[config.mk]
export PLATFORM = sky130hd
export DESIGN_NAME = zld_xc
export DESIGN_NICKNAME = d
export VERILOG_FILES = /design/src/rtl/zld_xc.sv
export SDC_FILE = /design/constraint.sdc
export NUM_CORES = 1
export LEC_CHECK = 0
export CORE_AREA = 10 10 47 49
export DETAILED_ROUTE_END_ITERATION = 16
export DIE_AREA = 0 0 57 59
export PLACE_DENSITY = 0.75
export SYNTH_ARGS = -nofsm -noshare
export SYNTH_HDL_FRONTEND = slang
export SYNTH_SLANG_ARGS = --single-unit
[constraint.sdc]
create_clock -name clock -period 1 [get_ports clock]
set_input_delay 0.15 -clock clock [delete_from_list [all_inputs] [get_ports clock]]
set_output_delay 0.15 -clock clock [all_outputs]
set_load 0.01 [all_outputs]
[src/rtl/zld_xc.sv]
// Zero run-length decoder: expands (W+1)-bit tokens into W-bit samples.
// Literal tokens pass through as one sample. Run tokens emit len zeros.
// Both ports use a valid/back-pressure handshake. A new token can load in
// the cycle the last owed sample drains, so there are no bubbles.
module zld_xc #(
  parameter int W = 3
) (
  input  logic         clock,
  input  logic         reset,
  input  logic [W:0]   i_d,
  input  logic         i_v,
  output logic         i_b,
  output logic [W-1:0] o_d,
  output logic         o_v,
  input  logic         o_b
);

  typedef enum logic [1:0] {
    EMPTY = 2'd0,
    HOLD  = 2'd1,
    RUN   = 2'd2
  } state_e;

  state_e         state_q, state_d;
  logic [W-1:0]   od_q, od_d;
  logic           ov_q, ov_d;
  logic [W-1:0]   cnt_q, cnt_d;

  logic           in_xfer;
  logic           out_xfer;
  logic           tok_run;
  logic [W-1:0]   tok_val;

  assign tok_run  = i_d[W];
  assign tok_val  = i_d[W-1:0];
  assign in_xfer  = i_v & ~i_b;
  assign out_xfer = o_v & ~o_b;

  // State and datapath registers; reset drops any run in progress.
  always_ff @(posedge clock) begin
    if (!reset) begin
      state_q <= EMPTY;
      od_q    <= '0;
      ov_q    <= 1'b0;
      cnt_q   <= '0;
    end else begin
      state_q <= state_d;
      od_q    <= od_d;
      ov_q    <= ov_d;
      cnt_q   <= cnt_d;
    end
  end

  // Next state: token load has priority; otherwise drain HOLD/RUN on transfer.
  always_comb begin
    state_d = state_q;
    od_d    = od_q;
    ov_d    = ov_q;
    cnt_d   = cnt_q;
    if (in_xfer) begin
      // Only reachable from EMPTY or a draining HOLD.
      ov_d = 1'b1;
      if (tok_run) begin
        // Field holds len-1, which is exactly the zeros owed after this one.
        od_d    = '0;
        cnt_d   = tok_val;
        state_d = (tok_val == '0) ? HOLD : RUN;
      end else begin
        od_d    = tok_val;
        cnt_d   = '0;
        state_d = HOLD;
      end
    end else if (out_xfer) begin
      unique case (state_q)
        HOLD: begin
          ov_d    = 1'b0;
          state_d = EMPTY;
        end
        RUN: begin
          // cnt > 0 in RUN, so the decrement cannot wrap.
          cnt_d = cnt_q - 1'b1;
          if (cnt_q == {{(W-1){1'b0}}, 1'b1}) state_d = HOLD;
        end
        default: state_d = state_q;
      endcase
    end
  end

  // Outputs: registered sample; i_b opens when empty or when HOLD drains now.
  always_comb begin
    o_d = od_q;
    o_v = ov_q;
    i_b = !((state_q == EMPTY) || ((state_q == HOLD) && !o_b));
  end

endmodule
==> metrics.cfg <==
[outcome]
status=complete, but fails checks
violations=negative setup slack

[setup_path]
ff2ff_setup_slack_ps=-80
endpoint_kind=flop
reg2reg_from=state_q[1]$_SDFFE_PN0P_
criticalPathCategory=reg -> reg
crit_chain=and4bb_4, a211o_1, a31oi_1
cp_data_required_time_ps=1190
max_stage_delay_ps=380
cp_max_fo=7
ff2ff_path_depth=3
crit_path_start_kind=flop
crit_path_top_delay_cell=dfxtp_4
cp.arrival_ps=1270
r2r_end=cnt_q[0]$_SDFFE_PN0P_

[timing]
period_needed_ps=1080
rsz0062_at_grt=yes
setup_viol=5
holdWs_ps=460
drv_slew=0
setup_ws_ps=-77.7
worstMarginPinSlew_ps=240
relSlewSlack_pct=83.9
hold_viol=0
finClkSkew_ps=2.97
fmax_mhz=928
fin_crit_sh_pct=108

[drt]
top_layer_used=met4
dr.pass1.iters=4
drtAntennaViolNets=0
vias=571
first_iter_violations=21
drt-total-wl_um=1460
wl_met1_um=687
vias_per_cell=5.39
drc_errors=0
wl_met2_um=703
wl_met3_um=57
wl_per_cell_um=13.8

[synth]
synth_ff_type=dfxtp_1
synth_top_area_share_pct=35.3
synthXorXnorAreaFrac_pct=0
synthTopCellsByArea=dfxtp_1, a21oi_1, nand4b_1
yosysSeqAreaShare_pct=35.3
yosys.area.top_type=dfxtp_1
synth_seq_cells=9
synth_top_family_by_area=simple AND/OR/NAND/NOR gates
ys_warn_count=0
synth_area_per_cell_um2=8.96
syn_area_um2=510
async_reset_ff_share_pct=0
synth_edf_count=0
synth_cell_type_count=29
muxShareOfSynthArea_pct=1.96
synth_cells=57
synth_compound_area_share_pct=25.2
synthSimpleGateAreaFrac_pct=27.9
synth_nets=67
synth_fa_ha_area_share_pct=4.90

[global_routing]
grt-ovfl-total=0
grt_antenna_before_repair=0
grt_pass1_vias=561
grt_usage_pct=9.39
grt_max_degree=10
grt_pass1_wl_um=2520

[cts]
clk_path_buf_depth=2
cts_root_buf=clkbuf_4
htreeDepth=1
tritoncts=yes
cts_sinks=9
clkTransAtPathRegs_ps=70
clk_latency_ps=260
cts_buffers=3

[min_path]
min_path_cells=2
min_to=o_d[0]$_SDFFE_PN0P_
hold_class=reg -> reg
hp-start=o_d[0]$_SDFFE_PN0P_

[finish]
num-nets-final=101
antenna_cells=0
area_growth_syn_to_layout_pct=66.2
drive_gt1_share_pct=45.6
final_common_cell=buf_4
final_cell_mix=buf_4, a21oi_1, dfxtp_1

[placed_design]
gp_congestion=0.816
io_buffers=12
place_ws_ps=-505
hpwl_um=1100

[die]
fp.dieW_um=57
ioPinCount=13
coreArea_um2=1400
initial_core_util_pct=36.4
dieHeight_um=59
dieArea_um2=3360
num_rows=14

[power_and_ir_drop]
power.density_nw_per_um2=1150
ir_drop_uv=747
leakagePower_nw=0.353

[run]
drv_cap=0

## kinds of logic after synthesis
kind of cell	after synthesis
simple gates	20
buf+inv	6
compound gates	19
fa+ha+maj	2
mux	1
flops	9
## through the flow
step | instance area, µm² | power [W] | util [%] | instances | TNS, ps
2_1_floorplan | 517 | 0.000519 | - | 57 | -70.5
3_3_place_gp | 777 | 0.000660 | 55.4 | 101 | -4220
3_5_place_dp | 777 | 0.000668 | 55.4 | 101 | -4270
4_1_cts | 831 | 0.000972 | 59.3 | 105 | -381
5_1_grt | 848 | 0.00103 | 60.5 | 106 | -861
6_report | 848 | 0.000972 | 60.5 | 106 | -315
## cell usage after synthesis, drive strengths merged (2+ instances only)
master / instances
a21oi: 6
and3: 2
dfxtp: 9
ha: 2
inv: 5
nand2: 3
nand4: 2
nand4b: 3
o21ai: 5
## worst max-delay path: cells and delay by family (launching register included)
family	cells	cell delay (ps)
compound gates	2	410
flops	1	380
simple gates	1	220
## report_power, final
group / switching [W] / internal, W / leakage [nW]
Combinational: 0.000121 / 0.000151 / 0.263
Clock: 0.000135 / 0.000154 / 0.0150
Sequential: 0.0000261 / 0.000385 / 0.0751
Total: 0.000282 / 0.000690 / 0.353
## sequential cells by signal, indices dropped and copies added, names as in the netlist
| signal | count |
|---|---|
| cnt_q | 3 |
| state_q | 2 |
| o_d | 3 |
| o_v | 1 |
## layer usage
layer	GRT usage [%]	vias up
met2	14.3	13
li1	-	289
met5	0	-
met1	11.6	267
met3	2.15	2
met4	6.04	0
## area by class of cell
class / instances / area [µm²]
Clock buffer: 4 / 26.3
Fill cell: 133 / 553
Inverter: 5 / 18.8
Multi-Input combinational cell: 43 / 365
Sequential cell: 9 / 186
Tap cell: 16 / 20.0
Timing Repair Buffer: 29 / 231
## how the worst max path moves through the flow
stage                              endpoint  cells after the start                     from
global route          cnt_q[1]$_SDFFE_PN0P_                      3  state_q[0]$_SDFFE_PN0P_
global placement      cnt_q[0]$_SDFFE_PN0P_                      5                      o_b
finish                cnt_q[0]$_SDFFE_PN0P_                      3  state_q[1]$_SDFFE_PN0P_
CTS                 state_q[0]$_SDFFE_PN0P_                      5    cnt_q[1]$_SDFFE_PN0P_
floorplan             cnt_q[1]$_SDFFE_PN0P_                      3  state_q[0]$_SDFFE_PN0P_
detailed placement    cnt_q[0]$_SDFFE_PN0P_                      5                      o_b
## timing repair
action / 4_1_cts / 5_1_grt
pin swaps: 5 / 4
setup buffers: 0 / 1
endpoints found under the setup margin: 14 / 13
hold buffers: 0 / 0
gates cloned: 1 / 0
resized for setup: 30 / 9
(Power assumes the default switching activity.)
